--- config.mk ---
export PLATFORM = sky130hd
export DESIGN_NAME = mole_round_ctrl
export DESIGN_NICKNAME = d
export VERILOG_FILES = /design/src/rtl/arcade_pkg.sv /design/src/rtl/cycle_timer.sv /design/src/rtl/mole_round_ctrl.sv
export SDC_FILE = /design/constraint.sdc
export NUM_CORES = 1
export LEC_CHECK = 0
export ABC_AREA = 1
export ABC_CLOCK_PERIOD_IN_PS = 2000
export CELL_PAD_IN_SITES_DETAIL_PLACEMENT = 0
export CELL_PAD_IN_SITES_GLOBAL_PLACEMENT = 1
export CORE_ASPECT_RATIO = 1.4
export CORE_MARGIN = 2
export CORE_UTILIZATION = 39
export CTS_CLUSTER_DIAMETER = 100
export CTS_CLUSTER_SIZE = 8
export DETAILED_ROUTE_END_ITERATION = 10
export MAX_ROUTING_LAYER = met4
export PLACE_DENSITY = 0.79
export SKIP_LAST_GASP = 1
export SLEW_MARGIN = 20
export SYNTH_ARGS = -nofsm -noshare
export SYNTH_HDL_FRONTEND = slang
export SYNTH_SLANG_ARGS = --single-unit
--- constraint.sdc ---
create_clock -name clk -period 2 [get_ports clk]
set_clock_uncertainty 0.15 [all_clocks]
set_input_delay 0.3 -clock clk [delete_from_list [all_inputs] [get_ports clk]]
set_output_delay 0.3 -clock clk [all_outputs]
set_load 0.03 [all_outputs]
--- src/rtl/arcade_pkg.sv ---
// Shared types and constants for the whack-a-mole arcade datapath.
package arcade_pkg;

  typedef enum logic [2:0] {IDLE, FETCH, SHOW, GAP, DONE} round_state_t;

  localparam int N_HOLES = 9;
  localparam int NUM_MIN = 1;
  localparam int NUM_MAX = 9;

  function automatic logic [7:0] sat_inc(input logic [7:0] v);
    return (v == 8'hFF) ? v : v + 8'd1;
  endfunction

  // idx must already be in 0..N_HOLES-1.
  function automatic logic [N_HOLES-1:0] hole_onehot(input logic [7:0] idx);
    return N_HOLES'(1) << idx;
  endfunction

endpackage

--- src/rtl/cycle_timer.sv ---
// Loadable down-counter that sticks at zero; zero flag is combinational from the count.
module cycle_timer #(
  parameter int W = 8
) (
  input  logic         clk,
  input  logic         rst,
  input  logic         load,
  input  logic [W-1:0] load_val,
  output logic         zero
);

  logic [W-1:0] count;

  always_ff @(posedge clk) begin
    if (rst)
      count <= '0;
    else if (load)
      count <= load_val;
    else if (count != '0)
      count <= count - 1'b1;
  end

  assign zero = (count == '0);

endmodule

--- src/rtl/mole_round_ctrl.sv ---
// Whack-a-mole round controller: fetch a hole, show it until press or timeout, score, gap, repeat.
// Registered outputs; start->FETCH +1 cycle, LED +2 cycles, hit visible on score the cycle after the press.
module mole_round_ctrl
  import arcade_pkg::*;
#(
  parameter int TIMEOUT_CYC = 50_000_000,
  parameter int GAP_CYC     = 10_000_000,
  parameter int ROUNDS      = 20
) (
  input  logic               clk,
  input  logic               rst,
  input  logic [7:0]         random_num,
  input  logic               start,
  input  logic [N_HOLES-1:0] btn,
  output logic [N_HOLES-1:0] target_led,
  output logic [7:0]         score,
  output logic [7:0]         miss,
  output logic [7:0]         round_cnt,
  output logic               game_over,
  output logic               busy
);

  localparam int TMAX = (TIMEOUT_CYC > GAP_CYC) ? TIMEOUT_CYC : GAP_CYC;
  localparam int TW   = (TMAX > 1) ? $clog2(TMAX) : 1;

  round_state_t  state;
  logic          num_ok;
  logic          hit;
  logic          wrong;
  logic          tmr_load;
  logic [TW-1:0] tmr_val;
  logic          tmr_zero;
  logic [7:0]    rnd_next;

  cycle_timer #(.W(TW)) u_timer (
    .clk      (clk),
    .rst      (rst),
    .load     (tmr_load),
    .load_val (tmr_val),
    .zero     (tmr_zero)
  );

  // target_led doubles as the latched target mask while in SHOW.
  always_comb begin
    num_ok   = (random_num >= 8'(NUM_MIN)) && (random_num <= 8'(NUM_MAX));
    hit      = |(btn & target_led);
    wrong    = |(btn & ~target_led);
    rnd_next = sat_inc(round_cnt);
    tmr_load = 1'b0;
    tmr_val  = TW'(GAP_CYC - 1);
    case (state)
      FETCH: if (num_ok) begin
        tmr_load = 1'b1;
        tmr_val  = TW'(TIMEOUT_CYC - 1);
      end
      SHOW:    tmr_load = hit || wrong || tmr_zero;
      default: ;
    endcase
  end

  always_ff @(posedge clk) begin
    if (rst) begin
      state      <= IDLE;
      target_led <= '0;
      score      <= '0;
      miss       <= '0;
      round_cnt  <= '0;
      game_over  <= 1'b0;
      busy       <= 1'b0;
    end else begin
      case (state)
        IDLE, DONE: if (start) begin
          score     <= '0;
          miss      <= '0;
          round_cnt <= '0;
          game_over <= 1'b0;
          busy      <= 1'b1;
          state     <= FETCH;
        end
        FETCH: if (num_ok) begin
          target_led <= hole_onehot(random_num - 8'd1);
          state      <= SHOW;
        end
        SHOW: begin
          // Correct hole beats any stray bits; a press on the last cycle beats the timeout.
          if (hit)
            score <= sat_inc(score);
          else if (wrong || tmr_zero)
            miss <= sat_inc(miss);
          if (hit || wrong || tmr_zero) begin
            target_led <= '0;
            state      <= GAP;
          end
        end
        GAP: if (tmr_zero) begin
          round_cnt <= rnd_next;
          if (rnd_next == 8'(ROUNDS)) begin
            busy      <= 1'b0;
            game_over <= 1'b1;
            state     <= DONE;
          end else begin
            state <= FETCH;
          end
        end
        default: state <= IDLE;
      endcase
    end
  end

endmodule

# [Yosys cells after proc, flatten, opt, wreduce, memory -nomap -nowiden]
# Index checks and enable logic that the tools add are counted.
[word_totals] register_bits=64 in_bits=20 word_cells=91
[op_classes] addsub=5 order_cmp=2 eq_ne=18 shift=1 muxes=34 bitwise=3 reduce_logical=20
[op_table] cell="26-bit 2-to-1 mux" n=4
[op_table] cell="8-bit 2-to-1 mux" n=8
[op_table] cell="8-bit one-hot mux with 2 select lines" n=3
[op_table] cell="26-bit logical NOT" n=1
[op_table] cell="26-bit nonzero test" n=1
[op_table] cell="26-bit by 1-bit subtractor with 26-bit output, second input constant" n=1
[op_table] cell="8-bit by 1-bit adder with 8-bit output, second input constant" n=3
[op_table] cell="8-bit == test, second input constant" n=3
[op_table] cell="2-bit != test, second input constant" n=10
[op_table] cell="9-bit bitwise AND" n=2
[op_table] cell="9-bit 2-to-1 mux" n=2
[op_table] cell="9-bit one-hot mux with 2 select lines" n=1
[op_table] cell="9-bit OR reduction" n=2
[op_table] cell="3-bit 2-to-1 mux" n=5
[op_table] cell="3-bit one-hot mux with 4 select lines" n=1
[op_table] cell="4-bit AND reduction" n=3
[op_table] cell="9-bit NOT" n=1
[op_table] cell="1-bit by 8-bit left shift with 9-bit output, first input constant" n=1
[op_table] cell="8-bit by 5-bit == test with 1-bit output, second input constant" n=1
[op_table] cell="8-bit by 1-bit >= comparator with 1-bit output, second input constant" n=1
[op_table] cell="8-bit by 4-bit <= comparator with 1-bit output, second input constant" n=1
[op_table] cell="2-bit nonzero test" n=4
[op_table] cell="8-bit by 1-bit subtractor with 8-bit output, second input constant" n=1
[op_table] cell="1-bit 2-to-1 mux" n=7
[op_table] cell="10 further kinds" n=16

# [Logic depth before layout (Yosys ltp)]
# Gate-level depths: netlist of the first run.
[depth] ltp_word=7 ltp_mapped=14 depth_no_buf=14

# [Cells and area by module]
# From an unflattened synthesis of the first run, not the netlist that was laid out.
[unflattened] cells_unflattened=661 hier_area_um2=4229.1
[modules_own_cells] mod="mole_round_ctrl" n_inst=1 cells_each=378 area_per_inst_um2=2417.3 seq_area_each_um2=760.7
[modules_own_cells] mod="cycle_timer" n_inst=1 cells_each=283 area_per_inst_um2=1811.7 seq_area_each_um2=520.5

# [Worst setup path after synthesis of the first run]
# OpenSTA, ideal clock, no wires.
[synth_path] path_kind="reg-to-reg" from="register round_cnt[0]" to="register busy" setup_ns=0.132 arrival_time_ns=1.780 required_time_ns=1.718 slack_ns=-0.063 stages_incl_launch_ff=13 path_buffers=0 cell_sequence="dfxtp_1 > ha_1 > nand2_1 > nor2_1 > nand2_1 > nand2_1 > nand2_1 > nor2_1 > nand3_1 > nand2_1 > nand2_1 > nand2_1 > a21oi_1"
[synth_via] elab_chain_len=5
[synth_lines] item="start, declared" line="mole_round_ctrl.sv:18" text="output logic [7:0] round_cnt,"
[synth_lines] item="start signal, assigned" line="mole_round_ctrl.sv:96" text="round_cnt <= rnd_next;"
[synth_lines] item="8-bit by 1-bit adder with 8-bit output or 8-bit == test (tied branches)" line="arcade_pkg.sv:11" text="return (v == 8'hFF) ? v : v + 8'd1;"
[synth_lines] item="8-bit 2-to-1 mux *" line="arcade_pkg.sv:11"
[synth_lines] item="8-bit by 5-bit == test with 1-bit output *" line="mole_round_ctrl.sv:97" text="if (rnd_next == 8'(ROUNDS)) begin"
[synth_lines] item="2-bit != test (no line) *"
[synth_lines] item="4-bit AND reduction (no line) *"
[synth_lines] item="end signal, assigned" line="mole_round_ctrl.sv:69" text="busy <= 1'b0;"
[synth_lines] item="end signal, assigned" line="mole_round_ctrl.sv:77" text="busy <= 1'b1;"
[synth_lines] item="end signal, assigned" line="mole_round_ctrl.sv:98" text="busy <= 1'b0;"
[synth_lines] item="end, declared" line="mole_round_ctrl.sv:20" text="output logic busy"
# Every way passes the cells marked *; elsewhere a longest branch is shown, timed or not.
# A chain may end at the register's enable or synchronous reset.

# [Worst setup path after layout of the first run]
[layout_path] from="register round_cnt[0]" to="output round_cnt[0]"
# No word-level cell between the ends.

==> results of run 1 <==
==> what timing repair did <==
item / CTS / global route
pin swaps: 4 / 19
endpoints found under the hold margin: 0 / 0
cloned: 0 / 0
setup buffers: 0 / 4
gates resized for setup: 7 / 58
endpoints found under the setup margin: 21 / 63
hold buffers: 0 / 0
==> where the power goes <==
| part | leakage [nW] | internal [W] | switching [W] | total, W |
|---|---|---|---|---|
| logic | 1.76 | 0.00144 | 0.00205 | 0.00350 |
| clock network | 0.161 | 0.00119 | 0.000588 | 0.00178 |
| registers | 0.525 | 0.00159 | 0.000304 | 0.00189 |
| total | 2.45 | 0.00422 | 0.00295 | 0.00717 |
==> logic make-up (layout without fill, tap and decap cells) <==
family	after synthesis	count (layout)	share of synthesized area (%)
AOI/OAI and AO/OA	82	82	11.3
xor gates and xnor gates	28	28	6.17
adders and majority gates	7	7	2.20
buffers and inverters	97	212	10.0
DFF	64	64	32.2
and+or+nand+nor	335	335	38.1
==> how the worst max path moves through the flow <==
stage / depth (start not counted) / endpoint / start / slack (ns)
final: 2 / round_cnt[0] / round_cnt[0]$_SDFFE_PP0P_ / 0.05
after global routing: 11 / round_cnt[7]$_SDFFE_PP0P_ / state[2]$_SDFFE_PP0P_ / -0.05
after CTS: 14 / target_led[3]$_SDFFE_PP0P_ / random_num[0] / -0.006
after detailed placement: 11 / u_timer.count[10]$_SDFFE_PP0P_ / random_num[0] / -0.41
after global placement: 11 / u_timer.count[9]$_SDFFE_PP0P_ / random_num[0] / -0.37
after floorplan: 12 / busy$_SDFFE_PP0P_ / round_cnt[0]$_SDFFE_PP0P_ / 0.08
==> synth_stat cells <==
cell type,number,area (um^2)
a31oi_2,1,12.5
xnor2_1,9,78.8
nor2_2,9,56.3
nand4_1,14,87.6
nand2_1,133,499
nor3_2,3,30.0
o21ai_1,5,25.0
nand2_2,5,31.3
xor2_1,19,166
clkbuf_1,4,15.0
nor2_1,94,353
nand2_4,1,11.3
inv_2,5,18.8
and3_1,1,6.26
dfxtp_1,64,1280
nor3_1,16,80.1
nor4_1,6,37.5
nand3_2,2,20.0
a211oi_2,1,12.5
nand3_1,45,225
a211oi_1,1,7.51
buf_8,1,15.0
ha_1,7,87.6
nand4_2,2,25.0
buf_4,2,15.0
a21oi_1,41,205
o211ai_1,1,7.51
inv_4,1,6.26
nand2_8,1,20.0
o21ai_0,27,135
nor2_4,2,22.5
buf_2,4,20.0
nand3b_1,1,7.51
buf_6,1,11.3
inv_1,79,297
a21oi_2,5,43.8
==> final cells by class <==
class,instances,share of cell area (%)
Clock buffer,12,4.73
Clock inverter,4,1.33
Inverter,85,5.80
Multi-Input combinational cell,452,44.2
Sequential cell,64,22.9
Tap cell,135,3.00
Timing Repair Buffer,111,18.0
==> per-layer routing <==
layer / track usage [%] / up-vias / part of all wire, %
li1: - / 2186 / -
met1: 23.8 / 1891 / 43
met2: 36.8 / 59 / 53
met3: 4.74 / 13 / 2.6
met4: 7.93 / 0 / 1.5
met5: - / - / 0
==> sequential cells by signal (all words and copies together), names as in the netlist <==
signal	flops
round_cnt	8
busy	1
target_led	9
state	3
score	8
game_over	1
miss	8
u_timer.count	26
==> critical path: cells and delay by family, from the launching register on <==
kind / cells / cell delay (ns)
buffers and inverters: 2 / 0.80
flip-flops: 1 / 0.36
==> through the flow <==
stage	utilization, %	total power (W)	area (um^2)	std cells
finish	56.9	0.00717	5630	863
floorplan	-	0.00427	3980	613
global route	56.9	0.00777	5630	863
CTS	54.6	0.00708	5410	859
detailed placement	51.0	0.00525	5040	843
global placement	51.0	0.00523	5040	843
==> qor.csv, run 1 <==
stage,metric,value,unit
floorplan,coreArea,9900,um^2
global_route,grt_pass1_wl,17800,um
global_route,grt_pass1_vias,3907,
timing,fin_ws,0.0537,ns
worst_setup_path,reg2reg_from,state[1]$_SDFFE_PP0P_,
timing,worstMarginPinSlew,0.441,ns
timing,slew_headroom,70.6,%
timing,hold_violations,0,
flow_run,maxCapViolations,0,
detailed_routing,via_count,4149,
worst_setup_path,cp_max_fo,5,
logic_synthesis,synth_seq_cells,64,
worst_setup_path,crit_arrival,1.50,ns
floorplan,die_h,123,um
cts,cts_sinks,64,
worst_setup_path,crit_slowest_cell,clkdlybuf4s50_1,
worst_setup_path,regToRegEndpoint,round_cnt[7]$_SDFFE_PP0P_,
cts,clk_latency,0.33,ns
timing,clock.fmax,514,MHz
logic_synthesis,synthCells,613,
worst_setup_path,path_cells,buf_4 > clkdlybuf4s50_1,
logic_synthesis,yosysSeqAreaShare,32.2,%
detailed_routing,drt-total-wl,10900,um
detailed_routing,post_drt_wl_per_cell,12.7,um
detailed_routing,ant_nets,0,
detailed_routing,drc,0,
cells_and_area,seq_area,1290,um^2
detailed_routing,avgViaCountPerCell,4.81,
pwr,ir_drop,0.991,mV
cts,numCtsBuffers,9,
worst_setup_path,crit_path_max_incr_delay,0.66,ns
worst_setup_path,worst-setup-path-type,reg2out,
detailed_routing,firstDrtPassIters,5,
global_route,grt_overflow,0,
detailed_routing,drt_iter0_markers,145,
timing,fin_crit_sh,97.3,%
cells_and_area,final_nets,750,
placement,hpwl,8130,um
logic_synthesis,ys_types,36,
timing,fin_hold_ws,0.300,ns
worst_setup_path,r2r_setup_slack,0.09,ns
logic_synthesis,yosys_warnings,0,
cts,cts_root_buffer,clkbuf_16,
run_status,status,"complete, no violations",
floorplan,initial_core_util,40.1,%
worst_hold_path,holdCritPathClass,reg2reg,
cells_and_area,final_cell_mix,"nand2_1, nor2_1, inv_1",
logic_synthesis,synth.cell_area,3970,um^2
floorplan,die-area,11000,um^2
pwr,p_leak,2.45,nW
cells_and_area,num-fill-cells,994,
global_route,grt_use_total,21.4,%
worst_setup_path,cp-start-kind,register,
worst_hold_path,holdCritStartpoint,game_over$_SDFFE_PP0P_,
logic_synthesis,avgSynthCellArea,6.48,um^2
floorplan,num_rows,43,
global_route,grt_max_degree,35,
cells_and_area,layout_commonest_cell,nand2_1,
global_route,grt_antenna_before_repair,0,
worst_setup_path,end_kind,output pin,
floorplan,boundaryPins,55,
cells_and_area,area_growth,41.7,%
worst_hold_path,min_to,game_over$_SDFFE_PP0P_,
timing,finalSetupViolCount,0,
worst_setup_path,ff2ff_path_depth,10,
cts,h-tree-depth,3,
cts,clkTransAtPathRegs,0.06,ns
worst_setup_path,cp_data_required_time,1.55,ns
timing,rsz0062_at_grt,true,
timing,fin_setup_tns,0,ns
pwr,power_density,1270,nW/um^2
cts,cts_buffer_depth,2,
timing,slew_viol_final,0,
worst_hold_path,holdPathStages,2,
logic_synthesis,syn_nets,640,
placement,io_buffers,54,
cells_and_area,drive_above_1_share,21.6,%
cells_and_area,n_antenna_cell,0,
cts,cts_tree,yes,
placement,finalWeightedCongestion,0.902,
placement,dp_slack,-0.406,ns
timing,layout_min_cycle_time,1.95,ns
cells_and_area,multi_input_area,2490,um^2
floorplan,fp.dieW,89.3,um
Power figures use the tool's default switching activity.
==> run 2: changes to the inputs <==
Settings changed: CORE_ASPECT_RATIO 1.4 to not set.
==> qor.csv, run 2 (synthesis results as in run 1) <==
stage,metric,value,unit,change
placement,finalWeightedCongestion,0.913,,+1.2%
cts,clkTransAtPathRegs,0.08,ns,+0.02 ns
timing,fin_crit_sh,97.8,%,+0.53 points
floorplan,num_rows,36,,-16%
placement,io_buffers,54,,unchanged
cts,h-tree-depth,3,,unchanged
detailed_routing,ant_nets,0,,unchanged
worst_setup_path,cp_max_fo,5,,unchanged
cells_and_area,area_growth,40.7,%,
timing,rsz0062_at_grt,true,,
cells_and_area,multi_input_area,2530,um^2,+1.9%
cts,cts_root_buffer,clkbuf_8,,
worst_setup_path,end_kind,output pin,,
timing,hold_violations,0,,unchanged
detailed_routing,drt_iter0_markers,159,,+9.7%
timing,fin_setup_tns,0,ns,unchanged
pwr,power.total,0.00688,W,-4.0%
timing,slew_headroom,68.1,%,-2.5 points
cts,cts_sinks,64,,unchanged
placement,hpwl,8120,um,about the same
detailed_routing,drc,0,,unchanged
timing,fin_ws,0.0431,ns,-0.0106 ns
placement,dp_slack,-0.416,ns,-0.00997 ns
cts,numCtsBuffers,9,,unchanged
cells_and_area,final_area,5590,um^2,-0.73%
cells_and_area,final_cell_mix,"nand2_1, nor2_1, inv_1",,
global_route,grt_use_total,20.8,%,-0.52 points
cells_and_area,top_register,u_timer.count,,
cells_and_area,seq_area,1290,um^2,+0.19%
floorplan,coreArea,9820,um^2,-0.81%
worst_setup_path,crit_arrival,1.51,ns,about the same
detailed_routing,avgViaCountPerCell,4.82,,+0.23%
cts,clk_latency,0.35,ns,+0.02 ns
timing,slew_viol_final,0,,unchanged
detailed_routing,via_count,4178,,+0.70%
pwr,ir_drop,1.01,mV,+1.8%
worst_setup_path,cp-start-kind,register,,
detailed_routing,post_drt_wl_per_cell,12.2,um,-3.6%
timing,worstMarginPinSlew,0.477,ns,+0.0359 ns
pwr,power_density,1230,nW/um^2,-3.3%
cts,cts_tree,yes,,
global_route,grt_pass1_wl,18400,um,+3.5%
cts,cts_buffer_depth,2,,unchanged
timing,finalSetupViolCount,0,,unchanged
flow_run,maxCapViolations,0,,unchanged
cells_and_area,layout_commonest_cell,nand2_1,,
placement,dpl-instance-area,5070,um^2,+0.50%
floorplan,initial_core_util,40.5,%,+0.33 points
worst_setup_path,cp_data_required_time,1.55,ns,about the same
cells_and_area,largest_reg_flops,26,,unchanged
global_route,grt_max_degree,35,,unchanged
worst_setup_path,r2r_setup_slack,0.13,ns,+0.04 ns
floorplan,boundaryPins,55,,unchanged
timing,clock.fmax,511,MHz,-0.54%
cells_and_area,reg.largest.list,"u_timer.count x26, target_led x9",,
cells_and_area,n_antenna_cell,0,,unchanged
global_route,grt_pass1_vias,4028,,+3.1%
worst_setup_path,worst-setup-path-type,reg2out,,
floorplan,fp.dieW,105,um,+18%
cts,holdBufCountCts,0,,unchanged
run_status,status,"complete, no violations",,
cells_and_area,final_nets,756,,+0.80%
worst_hold_path,holdCritPathClass,reg2reg,,
cells_and_area,drive_above_1_share,23.7,%,+2.1 points
global_route,grt_overflow,0,,unchanged
cells_and_area,num-fill-cells,1020,,+2.6%
detailed_routing,firstDrtPassIters,4,,-1
timing,layout_min_cycle_time,1.96,ns,+0.0106 ns
floorplan,die_h,105,um,-15%
detailed_routing,drt-total-wl,10600,um,-3.2%
global_route,grt_antenna_before_repair,0,,unchanged
pwr,p_leak,2.51,nW,+2.4%
floorplan,die-area,11000,um^2,-0.11%
## run 2: worst max-delay path: stages, from the launching register on
cell             delay (ns)
dfxtp_2                0.36
buf_4                  0.14
clkdlybuf4s50_1        0.66
## run 2: metal layers
metal  GRT usage, %  up-vias  wire length (um)
li1               -     2203                 -
met1           25.2     1903              5000
met2           35.0       61              5090
met3           4.93       11               388
met4           5.24        0               117
met5              -        -                 0
## run 2: what timing repair did
action / CTS / global route
pin swaps: 2 / 21
buffers inserted: 0 / 3
gates resized for setup: 0 / 84
endpoints found under the hold margin: 0 / 0
endpoints found under the setup margin: 12 / 62
## run 2: final cells by class
type | instances | share of cell area (%)
multi-input cells | 452 | 45.3
flip-flops and latches | 64 | 23.1
repair buffers | 117 | 18.8
inverters | 85 | 5.80
well taps | 133 | 2.98
clock buffers | 9 | 2.22
clock inverters | 7 | 1.70
## run 2: path summary, 6_finish.rpt
check / startpoint / end / cells past startpoint
max: round_cnt[0]$_SDFFE_PP0P_ / round_cnt[0] / 2
max reg2reg: u_timer.count[0]$_SDFFE_PP0P_ / round_cnt[3]$_SDFFE_PP0P_ / 10
min reg2reg: game_over$_SDFFE_PP0P_ / game_over$_SDFFE_PP0P_ / 2
min: game_over$_SDFFE_PP0P_ / game_over$_SDFFE_PP0P_ / 2
## run 2: power breakdown
part / switching (W) / total, W / internal (W)
Sequential: 0.000300 / 0.00189 / 0.00159
Combinational: 0.00218 / 0.00373 / 0.00155
Clock: 0.000559 / 0.00126 / 0.000704
Total: 0.00304 / 0.00688 / 0.00385
## run 2: per-stage QoR
stage          hold slack (ns)  std cells  util [%]
4_1_cts                  0.301        864      53.9
5_1_grt                  0.342        867      56.9
6_report                 0.300        867      56.9
3_5_place_dp             0.289        848      51.6
2_1_floorplan            0.326        613         -
3_3_place_gp             0.288        848      51.6
==> run 3: changes to the inputs <==
Settings changed: CAP_MARGIN set to 20, CELL_PAD_IN_SITES_GLOBAL_PLACEMENT 1 to 2, CORE_UTILIZATION 39 to 30, PLACE_DENSITY 0.79 to 0.78.
==> qor.csv, run 3 (synthesis results as in run 1) <==
stage,metric,value,unit,change
pwr,clockPowerShare,22.1,%,+3.8 points
global_route,grt_overflow,0,,unchanged
cells_and_area,final_nets,763,,+0.93%
global_route,gr-max-usage-layer,met2,,
cells_and_area,area_growth,44.3,%,
pwr,ir_drop,0.635,mV,-37%
cells_and_area,drive_above_1_share,22.5,%,-1.2 points
cts,cts_sinks,64,,unchanged
floorplan,initial_core_util,30.4,%,-10 points
placement,dpl-instance-area,5180,um^2,+2.1%
cts,holdBufCountCts,0,,unchanged
timing,slew_viol_final,0,,unchanged
detailed_routing,via_count,4185,,+0.17%
floorplan,die-area,14200,um^2,+29%
timing,worstMarginPinSlew,0.455,ns,-0.0221 ns
cells_and_area,final_cell_mix,"nand2_1, inv_1, nor2_1",,
cells_and_area,n_antenna_cell,0,,unchanged
floorplan,die_h,119,um,+13%
floorplan,fp.dieW,119,um,+13%
detailed_routing,avgViaCountPerCell,4.56,,-5.3%
timing,fin_hold_ws,0.328,ns,+0.0280 ns
cts,numCtsBuffers,9,,unchanged
floorplan,num_rows,42,,+17%
worst_setup_path,cp_data_required_time,1.55,ns,about the same
detailed_routing,ant_nets,0,,unchanged
global_route,grt_pass1_vias,4041,,+0.32%
worst_setup_path,cp_max_fo,4,,-1
worst_setup_path,crit_path_max_incr_delay,0.66,ns,about the same
global_route,grt_pass1_wl,19200,um,+4.5%
cells_and_area,top_register,u_timer.count,,
cts,cts_tree,yes,,
worst_setup_path,path_buf_inv,2,,unchanged
worst_setup_path,crit_slowest_cell,clkdlybuf4s50_1,,
detailed_routing,post_drt_wl_per_cell,12.3,um,+0.34%
cts,clkTransAtPathRegs,0.05,ns,-0.03 ns
timing,fin_ws,0.0706,ns,+0.0276 ns
placement,hpwl,8600,um,+5.9%
pwr,intPower,0.00421,W,+9.4%
detailed_routing,drt-total-wl,11200,um,+6.1%
worst_hold_path,holdCritPathClass,reg2reg,,
global_route,grtUsageMet1,21.4,%,-3.8 points
worst_setup_path,worst_path_dominant_cell_family,buffers and inverters,,
detailed_routing,drt_iter0_markers,186,,+17%
worst_setup_path,crit_arrival,1.48,ns,-0.03 ns
cells_and_area,final_area,5730,um^2,+2.6%
timing,fin_crit_sh,96.5,%,-1.4 points
worst_setup_path,cp-start-kind,register,,
pwr,p_comb_share,51.5,%,-2.7 points
timing,hold_violations,0,,unchanged
pwr,swShare,41.6,%,-2.5 points
timing,clock.fmax,518,MHz,+1.4%
timing,layout_min_cycle_time,1.93,ns,-0.0276 ns
timing,finalSetupViolCount,0,,unchanged
pwr,power.total,0.00721,W,+4.7%
cts,cts_root_buffer,clkbuf_16,,
cells_and_area,final_core_util,43.8,%,-13 points
cts,clk_latency,0.33,ns,-0.02 ns
pwr,netSwitchingPower,0.00300,W,-1.2%
detailed_routing,drc,0,,unchanged
global_route,grt_use_total,17.1,%,-3.7 points
cts,cts_buffer_depth,2,,unchanged
worst_setup_path,end_kind,output pin,,
cells_and_area,layout_commonest_cell,nand2_1,,
floorplan,coreArea,13100,um^2,+33%
global_route,met2_usage,26.8,%,-8.3 points
cts,h-tree-depth,3,,unchanged
pwr,power_density,1260,nW/um^2,+2.1%
detailed_routing,firstDrtPassIters,4,,unchanged
placement,dp_slack,-0.433,ns,-0.0173 ns
run_status,status,"complete, no violations",,
cells_and_area,reg.largest.list,"u_timer.count x26, target_led x9",,
worst_setup_path,path_cells,buf_4 > clkdlybuf4s50_1,,
floorplan,boundaryPins,55,,unchanged
global_route,grt_antenna_before_repair,0,,unchanged
pwr,p_leak,2.51,nW,about the same
worst_setup_path,worst-setup-path-type,reg2out,,
pwr,seq_power_share,26.4,%,-1.1 points
flow_run,maxCapViolations,0,,unchanged
timing,slew_headroom,69.5,%,+1.5 points
placement,finalWeightedCongestion,0.837,,-8.3%
placement,io_buffers,54,,unchanged
cells_and_area,largest_reg_flops,26,,unchanged
global_route,grt_max_degree,21,,-40%
global_route,grtUsageMet3,5.12,%,+0.20 points
## run 3: changes by cell type in the layout (fill, tap and decap cells not counted), moves of 3 or more
| cell | delta |
|---|---|
| dlymetal6s2s_1 | -3 |
| dfxtp_1 | +8 |
| clkdlybuf4s50_1 | +3 |
| nor3_2 | -5 |
| buf_4 | +8 |
| nor3_1 | +5 |
| dfxtp_2 | -8 |
| inv_1 | +3 |
| inv_2 | -4 |
| clkbuf_16 | +9 |
| clkbuf_8 | -7 |
## run 3: worst register-to-register path, cell delays in order (launching register included)
cell	delay (ns)
dfxtp_1	0.35
nor2_1	0.19
inv_1	0.09
nor2_2	0.15
nand3_1	0.10
inv_1	0.14
nand2_1	0.10
nor2_1	0.17
nor2_1	0.05
o21ai_0	0.20
nand2_1	0.07
nor2_1	0.08
## run 3: worst paths after layout
kind                                          to  slack (ns)                           from  cells past startpoint
hold / removal              miss[2]$_SDFFE_PP0P_        0.33           miss[2]$_SDFFE_PP0P_                      2
hold reg to reg             miss[2]$_SDFFE_PP0P_        0.33           miss[2]$_SDFFE_PP0P_                      2
setup reg to reg  u_timer.count[25]$_SDFFE_PP0P_        0.11  u_timer.count[3]$_SDFFE_PP0P_                     11
setup / recovery                    round_cnt[3]        0.07      round_cnt[3]$_SDFFE_PP0P_                      2
## run 3: layout make-up
type | instances | area, um^2
fill | 1361 | 7350
multi-input combinational | 452 | 2510
sequential | 64 | 1280
timing repair buffer | 124 | 1100
inverter | 85 | 327
clock buffer | 13 | 260
tap | 176 | 220
clock inverter | 3 | 40.0
## run 3: power by group through the flow
| stage | logic [W] | registers [W] | clock network, W |
|---|---|---|---|
| 6_report | 0.00371 | 0.00191 | 0.00159 |
| 5_1_grt | 0.00419 | 0.00195 | 0.00171 |
| 4_1_cts | 0.00352 | 0.00187 | 0.00165 |
| 3_5_place_dp | 0.00350 | 0.00189 | 0 |
| 3_3_place_gp | 0.00349 | 0.00189 | 0 |
| 2_1_floorplan | 0.00234 | 0.00193 | 0 |
## run 3: repair_timing
item | 4_1_cts | 5_1_grt
setup buffers | 1 | 2
setup endpoints to repair | 23 | 56
resized for setup | 5 | 65
pin swaps | 3 | 19
## run 3: stage by stage
stage | instances | TNS (ns)
after CTS | 915 | 0
after global placement | 898 | -15.01
after floorplan | 613 | 0
after detailed placement | 898 | -16.37
after global routing | 917 | -0.0271
final | 917 | 0
## run 3: layer usage
| metal | wire, um | up-vias |
|---|---|---|
| met4 | 105 | 0 |
| met1 | 5440 | 1898 |
| met5 | 0 | - |
| li1 | - | 2217 |
| met2 | 5270 | 62 |
| met3 | 421 | 8 |
